==> config.mk <==
export PLATFORM = sky130hd
export DESIGN_NAME = iic_target
export DESIGN_NICKNAME = d
export VERILOG_FILES = /design/src/rtl/iic_pkg.sv /design/src/rtl/iic_sync_edge.sv /design/src/rtl/iic_target.sv
export SDC_FILE = /design/constraint.sdc
export NUM_CORES = 2
export LEC_CHECK = 0
export ABC_AREA = 1
export ABC_CLOCK_PERIOD_IN_PS = 146400
export BUFFER_PORTS_ARGS = -buffer_cell sky130_fd_sc_hd__clkbuf_2
export CAP_MARGIN = 30
export CORE_MARGIN = 4
export CORE_UTILIZATION = 40
export DETAILED_ROUTE_END_ITERATION = 6
export HOLD_SLACK_MARGIN = 0.06
export MAX_ROUTING_LAYER = met4
export RECOVER_POWER = 25
export SYNTH_ARGS = -nofsm -noshare
export SYNTH_HDL_FRONTEND = slang
export SYNTH_SLANG_ARGS = --single-unit
==> constraint.sdc <==
create_clock -name clk -period 146.4 [get_ports clk]
set_input_delay 29.28 -clock clk [delete_from_list [all_inputs] [get_ports clk]]
set_output_delay 29.28 -clock clk [all_outputs]
set_load 0.005 [all_outputs]
==> src/rtl/iic_pkg.sv <==
// Shared I2C definitions: target FSM states, default device address, ACK level.
`timescale 1ns/1ps
package iic_pkg;
  localparam logic [6:0] ADV7511_ADDR = 7'h76;
  localparam logic       IIC_ACK      = 1'b0;

  typedef enum logic [3:0] {
    IDLE, ADDR, ADDR_ACK, REG, REG_ACK, WDATA, WDATA_ACK, RDATA, RDATA_ACK, IGNORE
  } iic_tgt_state_t;
endpackage

==> src/rtl/iic_sync_edge.sv <==
// Two-flop synchronizer plus history flop; flags rising/falling edges of a pin.
// Resets to 1 because both I2C lines idle high.
`timescale 1ns/1ps
module iic_sync_edge (
  input  logic clk,
  input  logic rst,
  input  logic din,
  output logic level,
  output logic rise,
  output logic fall
);
  logic [2:0] sh_q, sh_d;

  assign sh_d  = {sh_q[1:0], din};
  assign level = sh_q[1];
  assign rise  = sh_q[1] & ~sh_q[2];
  assign fall  = ~sh_q[1] & sh_q[2];

  // synchronizer stages [1:0], history stage [2]
  always_ff @(posedge clk or posedge rst) begin
    if (rst) sh_q <= 3'b111;
    else     sh_q <= sh_d;
  end
endmodule

==> src/rtl/iic_target.sv <==
// I2C target with a 256x8 register file and auto-incrementing pointer.
// Define IIC_TARGET_READ_EN to compile in the read path (RDATA/RDATA_ACK).
`timescale 1ns/1ps
module iic_target
  import iic_pkg::*;
#(
  parameter logic [6:0] SLAVE_ADDR = ADV7511_ADDR,
  parameter logic [7:0] RST_VALUE  = 8'h00
) (
  input  logic       clk,
  input  logic       rst,
  input  logic       scl_in,
  input  logic       sda_in,
  output logic       sda_oe,
  output logic       wr_valid,
  output logic [7:0] wr_addr,
  output logic [7:0] wr_data,
  output logic       busy,
  input  logic [7:0] dbg_addr,
  output logic [7:0] dbg_data
);
  logic scl_lvl, scl_rise, scl_fall;
  logic sda_lvl, sda_rise, sda_fall;

  iic_sync_edge u_scl (.clk(clk), .rst(rst), .din(scl_in), .level(scl_lvl), .rise(scl_rise), .fall(scl_fall));
  iic_sync_edge u_sda (.clk(clk), .rst(rst), .din(sda_in), .level(sda_lvl), .rise(sda_rise), .fall(sda_fall));

  // an SCL edge in the same cycle suppresses START/STOP
  logic scl_quiet, start_det, stop_det;
  assign scl_quiet = ~scl_rise & ~scl_fall;
  assign start_det = sda_fall & scl_lvl & scl_quiet;
  assign stop_det  = sda_rise & scl_lvl & scl_quiet;

  iic_tgt_state_t state_q, state_d;
  logic [3:0] bitcnt_q, bitcnt_d;
  logic [7:0] shift_q, shift_d;
  logic [7:0] ptr_q, ptr_d;
  logic       sda_oe_q, sda_oe_d;
  logic       busy_q, busy_d;
  logic       wr_valid_q, wr_valid_d;
  logic [7:0] wr_addr_q, wr_addr_d;
  logic [7:0] wr_data_q, wr_data_d;
  logic [7:0] rx_byte;
  logic [7:0] mem_q [256];
`ifdef IIC_TARGET_READ_EN
  logic [7:0] tx_q, tx_d;
`endif

  // next-state: byte framing, ACK slots, pointer and register-file writes
  always_comb begin
    state_d    = state_q;
    bitcnt_d   = bitcnt_q;
    shift_d    = shift_q;
    ptr_d      = ptr_q;
    sda_oe_d   = sda_oe_q;
    busy_d     = busy_q;
    wr_valid_d = 1'b0;
    wr_addr_d  = wr_addr_q;
    wr_data_d  = wr_data_q;
`ifdef IIC_TARGET_READ_EN
    tx_d       = tx_q;
`endif
    rx_byte    = {shift_q[6:0], sda_lvl};
    if (start_det) begin
      state_d  = ADDR;
      bitcnt_d = 4'd0;
      sda_oe_d = 1'b0;
      busy_d   = 1'b1;
    end else if (stop_det) begin
      state_d  = IDLE;
      bitcnt_d = 4'd0;
      sda_oe_d = 1'b0;
      busy_d   = 1'b0;
    end else begin
      case (state_q)
        ADDR, REG, WDATA: if (scl_rise) begin
          shift_d  = rx_byte;
          bitcnt_d = bitcnt_q + 4'd1;
          if (bitcnt_q == 4'd7) begin
            bitcnt_d = 4'd0;
            case (state_q)
              ADDR: begin
                if (rx_byte[7:1] != SLAVE_ADDR) state_d = IGNORE;
`ifdef IIC_TARGET_READ_EN
                else                            state_d = ADDR_ACK;
`else
                else if (rx_byte[0])            state_d = IGNORE;
                else                            state_d = ADDR_ACK;
`endif
              end
              REG: begin
                ptr_d   = rx_byte;
                state_d = REG_ACK;
              end
              default: begin
                wr_valid_d = 1'b1;
                wr_addr_d  = ptr_q;
                wr_data_d  = rx_byte;
                ptr_d      = ptr_q + 8'd1;
                state_d    = WDATA_ACK;
              end
            endcase
          end
        end
        // first fall after the 8th bit pulls SDA, the next one releases it
        ADDR_ACK, REG_ACK, WDATA_ACK: if (scl_fall) begin
          if (!sda_oe_q) begin
            sda_oe_d = (IIC_ACK == 1'b0);
          end else begin
            sda_oe_d = 1'b0;
            bitcnt_d = 4'd0;
            state_d  = WDATA;
            if (state_q == ADDR_ACK) state_d = REG;
`ifdef IIC_TARGET_READ_EN
            if (state_q == ADDR_ACK && shift_q[0]) begin
              tx_d     = mem_q[ptr_q];
              sda_oe_d = ~mem_q[ptr_q][7];
              state_d  = RDATA;
            end
`endif
          end
        end
`ifdef IIC_TARGET_READ_EN
        RDATA: begin
          if (scl_rise) bitcnt_d = bitcnt_q + 4'd1;
          else if (scl_fall) begin
            if (bitcnt_q == 4'd8) begin
              sda_oe_d = 1'b0;
              bitcnt_d = 4'd0;
              state_d  = RDATA_ACK;
            end else begin
              tx_d     = {tx_q[6:0], 1'b0};
              sda_oe_d = ~tx_q[6];
            end
          end
        end
        // bitcnt==1 marks a master ACK seen; the following fall starts the next byte
        RDATA_ACK: begin
          if (scl_rise) begin
            if (sda_lvl == IIC_ACK) begin
              ptr_d    = ptr_q + 8'd1;
              bitcnt_d = 4'd1;
            end else begin
              state_d  = IGNORE;
            end
          end else if (scl_fall && bitcnt_q == 4'd1) begin
            tx_d     = mem_q[ptr_q];
            sda_oe_d = ~mem_q[ptr_q][7];
            bitcnt_d = 4'd0;
            state_d  = RDATA;
          end
        end
`endif
        default: ;
      endcase
    end
  end

  // state and output registers
  always_ff @(posedge clk or posedge rst) begin
    if (rst) begin
      state_q    <= IDLE;
      bitcnt_q   <= 4'd0;
      shift_q    <= 8'h00;
      ptr_q      <= 8'h00;
      sda_oe_q   <= 1'b0;
      busy_q     <= 1'b0;
      wr_valid_q <= 1'b0;
      wr_addr_q  <= 8'h00;
      wr_data_q  <= 8'h00;
`ifdef IIC_TARGET_READ_EN
      tx_q       <= 8'h00;
`endif
    end else begin
      state_q    <= state_d;
      bitcnt_q   <= bitcnt_d;
      shift_q    <= shift_d;
      ptr_q      <= ptr_d;
      sda_oe_q   <= sda_oe_d;
      busy_q     <= busy_d;
      wr_valid_q <= wr_valid_d;
      wr_addr_q  <= wr_addr_d;
      wr_data_q  <= wr_data_d;
`ifdef IIC_TARGET_READ_EN
      tx_q       <= tx_d;
`endif
    end
  end

  // register file, written in the same cycle wr_valid goes high
  always_ff @(posedge clk or posedge rst) begin
    if (rst) begin
      for (int i = 0; i < 256; i++) mem_q[i] <= RST_VALUE;
    end else if (wr_valid_d) begin
      mem_q[wr_addr_d] <= wr_data_d;
    end
  end

  assign sda_oe   = sda_oe_q;
  assign busy     = busy_q;
  assign wr_valid = wr_valid_q;
  assign wr_addr  = wr_addr_q;
  assign wr_data  = wr_data_q;
  assign dbg_data = mem_q[dbg_addr];
endmodule

---- Yosys cells after proc, flatten, opt, wreduce, memory -nomap -nowiden ----
Index checks and enable logic that the tools add are counted.
operators by class
  $add $sub $neg .......................... 2
  order comparisons ....................... 3
  equal/unequal tests ..................... 12
  multiplexer cells ....................... 50
  bitwise gates (word level) .............. 20
  reduce and logical (&&, ||, !) cells .... 13
operators by type and width
  operator                                                                       number
  2048-bit bitwise mux                                                           1
  8-bit two-way mux                                                              15
  8-bit binary-select mux with 8-bit select                                      1
  8-bit demux with 8-bit select                                                  1
  4-bit two-way mux                                                              14
  4-bit one-hot mux with 2 select lines                                          3
  9-bit greater-or-equal comparator (second input constant)                      2
  8-bit NOT with 9-bit output                                                    2
  4-bit by 3-bit equality test with 1-bit output (second input constant)         4
  4-bit inequality test (second input constant)                                  4
  8-bit one-hot mux with 2 select lines                                          1
  1-bit two-way mux                                                              13
  1-bit bitwise AND                                                              9
  9-bit by 1-bit less-than comparator with 1-bit output (second input constant)  1
  1-bit NOT                                                                      9
  8-bit by 1-bit adder with 8-bit output (second input constant)                 1
  4-bit by 2-bit equality test with 1-bit output (second input constant)         2
  4-bit AND reduction                                                            2
  7-bit inequality test (second input constant)                                  1
  6-bit AND reduction                                                            1
  3-bit nonzero test                                                             2
  3-bit OR reduction                                                             2
  5-bit AND reduction                                                            1
  4-bit by 1-bit adder with 4-bit output (second input constant)                 1
  7 further kinds                                                                7
storage, ports and cells
  bits in registers ....................... 2096
  output and inout port bits .............. 27

---- Longest topological paths before layout ----
  depth after elaboration ................. 14
  mapped depth ............................ 16
  mapped depth without buffers ............ 14

---- By module ----
From an unflattened synthesis, not the netlist that was laid out.
second synthesis, totals
  cells, all modules ...................... 13213
  area, all modules ....................... 98585.8 um2
by module, submodules not included
  module         instances  cells each  area each (um2)  seq. area each (um2)
  iic_target     1          13197       98390.6          52300.2
  iic_sync_edge  2          8           97.6             78.8

---- Worst setup path after synthesis ----
Ideal clock, no wire load.
  path kind ............................... input -> output
  from .................................... input port dbg_addr[0]
  to ...................................... output port dbg_data[2]
  data arrival time ....................... 31008 ps
  required time ........................... 117120 ps
  path slack .............................. 86112 ps
  stages on the path ...................... 15
  cell sequence ........................... clkbuf_1 -> inv_2 -> clkbuf_1 -> clkbuf_1 -> clkbuf_1 -> nand2_1 -> nand3_1 -> nand3_1 -> nand3_1 -> nand3_1 -> nand3_1 -> nand3_1 -> nand2_1 -> nand2_1 -> nand2_1
on the way
  word-level cells in the longest chain between the ends .. 4
RTL lines
  element                                               line               RTL
  start: declaration                                    iic_target.sv:19   input logic [7:0] dbg_addr,
  8-bit NOT with 9-bit output (not written as such)     iic_target.sv:204  assign dbg_data = mem_q[dbg_addr];
  8-bit binary-select mux with 8-bit select             iic_target.sv:204
  8-bit two-way mux (not written as such) (2 in a row)  iic_target.sv:204
  end: declaration                                      iic_target.sv:20   output logic [7:0] dbg_data
Every way passes these cells. The select of a mux whose other input is x is not followed.

---- Worst setup path in the final report ----
  from .................................... input port dbg_addr[1]
  to ...................................... output port dbg_data[2]
The elaborated chain is that of the path after synthesis.

==> impl_metrics.env <==
export IMPL_cts_resized=0
export IMPL_synth_top_area_share_pct=49.8
export IMPL_cts_max_path_buffers=3
export IMPL_fin_tns_setup_ns=0
export IMPL_yosys_area_share_simple_pct=43.1
export IMPL_holdWs_ns=0.365
export IMPL_clkSinkCount=2096
export IMPL_grt_max_degree=162
export IMPL_hold_viol=0
export IMPL_antenna_found_initial=6
export IMPL_routed_wl_um=379000
export IMPL_endpoint_kind="output port"
export IMPL_rsz0062_at_grt="false"
export IMPL_grt_first_pass_wirelength_um=587000
export IMPL_min_path_type="reg -> reg"
export IMPL_p_per_area_nw_per_um2=11.2
export IMPL_netlist_top_cells_area="dfrtp_1 50%, nand2_1 22%, nand3_1 15%"
export IMPL_numCtsBuffers=227
export IMPL_dp_hpwl_um=210000
export IMPL_yosysUniqueCellTypes=36
export IMPL_cts_setup_buffers=0
export IMPL_start_kind="primary input"
export IMPL_synth_ff_type="dfrtp_1"
export IMPL_gp_congestion=0.858
export IMPL_boundaryPins=39
export IMPL_peakVddDrop_uv=14.0
export IMPL_vias_per_cell=5.77
export IMPL_crit_arrival_ns=35.25
export IMPL_path_clk_slew_ns=0.06
export IMPL_core_area_um2=260000
export IMPL_ys_ff_latch=2096
export IMPL_synthToLayoutAreaGrowth_pct=8.20
export IMPL_worstPathMaxFanout=90
export IMPL_maxCapViolCount=70
export IMPL_initial_core_util_pct=40.3
export IMPL_synth_common_cells="6038 x nand2_1, 3137 x nand3_1, 2090 x dfrtp_1"
export IMPL_avgRoutedWirePerCell_um=22.5
export IMPL_synth_fp_nets=13900
export IMPL_finalCritPeriodShare_pct=44.1
export IMPL_yosysSeqAreaShare_pct=49.9
export IMPL_period_minus_slack_ns=64.53
export IMPL_grt_pass1_vias=92500
export IMPL_tightest_slew_ns=8.30
export IMPL_die_y_um=520
export IMPL_drv_slew=3450
export IMPL_synth_warnings=0
export IMPL_portBuffers=38
export IMPL_critical_path_required_ns=117.12
export IMPL_final_nets=13200
export IMPL_gr_total_overflow=0
export IMPL_h_tree_depth=4
export IMPL_detail_route_antenna_nets=0
export IMPL_postCtsHoldBufs=0
export IMPL_synth_area_um2=105000
export IMPL_status="complete, but fails checks"
export IMPL_dp_cells=16400
export IMPL_clkLatencyLatePin_ns=0.88
export IMPL_crit_type="in -> out"
export IMPL_grt_usage_pct=28.1
export IMPL_synth_edf_count=0
export IMPL_synth_compound_area_share_pct=1.53
export IMPL_first_pass_iters=7
export IMPL_row_count=187
export IMPL_power_leakage_nw=56.2
export IMPL_synth_mux_area_fraction_pct=0
export IMPL_die_w_um=520
export IMPL_placed_cell_area_um2=107000
export IMPL_drtIter0Drc=11900
export IMPL_synthXorXnorAreaFrac_pct=0.0334
export IMPL_fin_area_um2=114000
export IMPL_max_freq_mhz=15.5
export IMPL_yosysMostFrequentCell="nand2_1"
export IMPL_finalClockSkew_ns=0.0372
export IMPL_violations="DRC, capacitance limit, slew limit"
export IMPL_vias=97200
export IMPL_cts_tree="done"
export IMPL_synth_top_family_by_area="simple AND/OR/NAND/NOR gates"
export IMPL_layout_drive_gt1_share_pct=5.22
export IMPL_synthAdderAreaFrac_pct=0.0477
export IMPL_synthCells=13900
export IMPL_yosys_area_top_type="dfrtp_1"
export IMPL_cts_root_buf="clkbuf_16"
export IMPL_finalSetupViolCount=0
export IMPL_synth_area_per_cell_um2=7.56
export IMPL_fin_cells=16800
export IMPL_p_total_mw=1.27
export IMPL_synth_async_reset_ratio_pct=100
export IMPL_relSlewSlack_pct=-453
export IMPL_die_area_um2=271000
export IMPL_remaining_drc_errors=2
-- cell families after synthesis --
logic type               after synthesis
buffers and inverters               1302
AO/OA/AOI/OAI                        312
AND/OR/NAND/NOR                    10200
adder cells (fa/ha/maj)                4
flip-flops                          2096
XOR/XNOR                               4
-- state kept, by name (all words and copies together) (netlist names) --
name        cells
bitcnt_q        4
sda_oe          1
u_sda.sh_q      3
ptr_q           8
state_q         4
wr_addr         8
shift_q         7
busy            1
u_scl.sh_q      3
wr_valid        1
wr_data         8
mem_q        2048
-- per-stage QoR --
step	util [%]	worst slack, ns
6_report	43.6	81.87
5_1_grt	43.6	81.92
4_1_cts	43.9	82.21
3_5_place_dp	40.9	82.23
3_3_place_gp	40.8	82.22
2_1_floorplan	-	57.92
-- report_power, final --
part,internal (mW),switching [mW]
combinational,0.0151,0.0608
clock,0.363,0.247
sequential,0.581,0.00136
total,0.959,0.309
-- per-layer routing --
metal  vias to the layer above  routed length, um  part of all wire (%)  global-route usage (%)
met5                         -                  0                     0                       -
met4                         0              15500                   4.1                    10.6
met3                       727              29700                   7.8                    4.22
met2                      4172             171000                    45                    42.1
met1                     47700             163000                    43                    38.8
li1                      44700                  -                     -                       -
-- area by class of cell --
type / instances / area [um2]
Timing Repair Buffer: 270 / 2100
Tap cell: 3496 / 4370
Sequential cell: 2096 / 52500
Fill cell: 26200 / 147000
Clock inverter: 79 / 1060
Multi-Input combinational cell: 10500 / 46600
Inverter: 60 / 262
Antenna cell: 4 / 10.0
Clock buffer: 337 / 6770
-- final timing paths --
check | start | endpoint | slack, ns | cells after the start
hold / removal | u_scl.sh_q[0] | u_scl.sh_q[1] | 0.36 | 0
setup / recovery | dbg_addr[1] | dbg_data[2] | 81.87 | 16
hold reg to reg | u_scl.sh_q[0] | u_scl.sh_q[1] | 0.36 | 0
setup reg to reg | u_scl.sh_q[1] | mem_q[1762] | 131.28 | 13
max in group asynchronous | rst | mem_q[193] | 113.56 | 7
min in group asynchronous | rst | mem_q[1593] | 28.50 | 2
-- cells in the final DEF (no fill, tap or decap), drive strengths merged, types with 3 or more instances in the layout --
cell type	n
ha	4
xor2	3
diode	4
dfrtp	2090
nand3	3261
a21oi	7
bufinv	26
buf	177
dfstp	6
o21ai	298
nor2	64
o211ai	3
clkinvlp	3
inv	62
clkinv	48
nand2	6057
clkbuf	430
nor3	4
nand4	792
-- critical path, stage by stage --
cell      delay [ns]
buf_8           0.20
inv_8           0.48
buf_4           0.79
buf_4           0.70
buf_4           0.68
buf_4           0.62
nand3_1         0.18
nand3_1         0.13
nand3_1         0.19
nand3_1         0.31
nand3_1         0.22
nand3_1         0.16
nand2_1         0.19
nand2_1         0.26
nand2_1         0.19
clkbuf_2        0.16
Power figures use the tool's default switching activity.
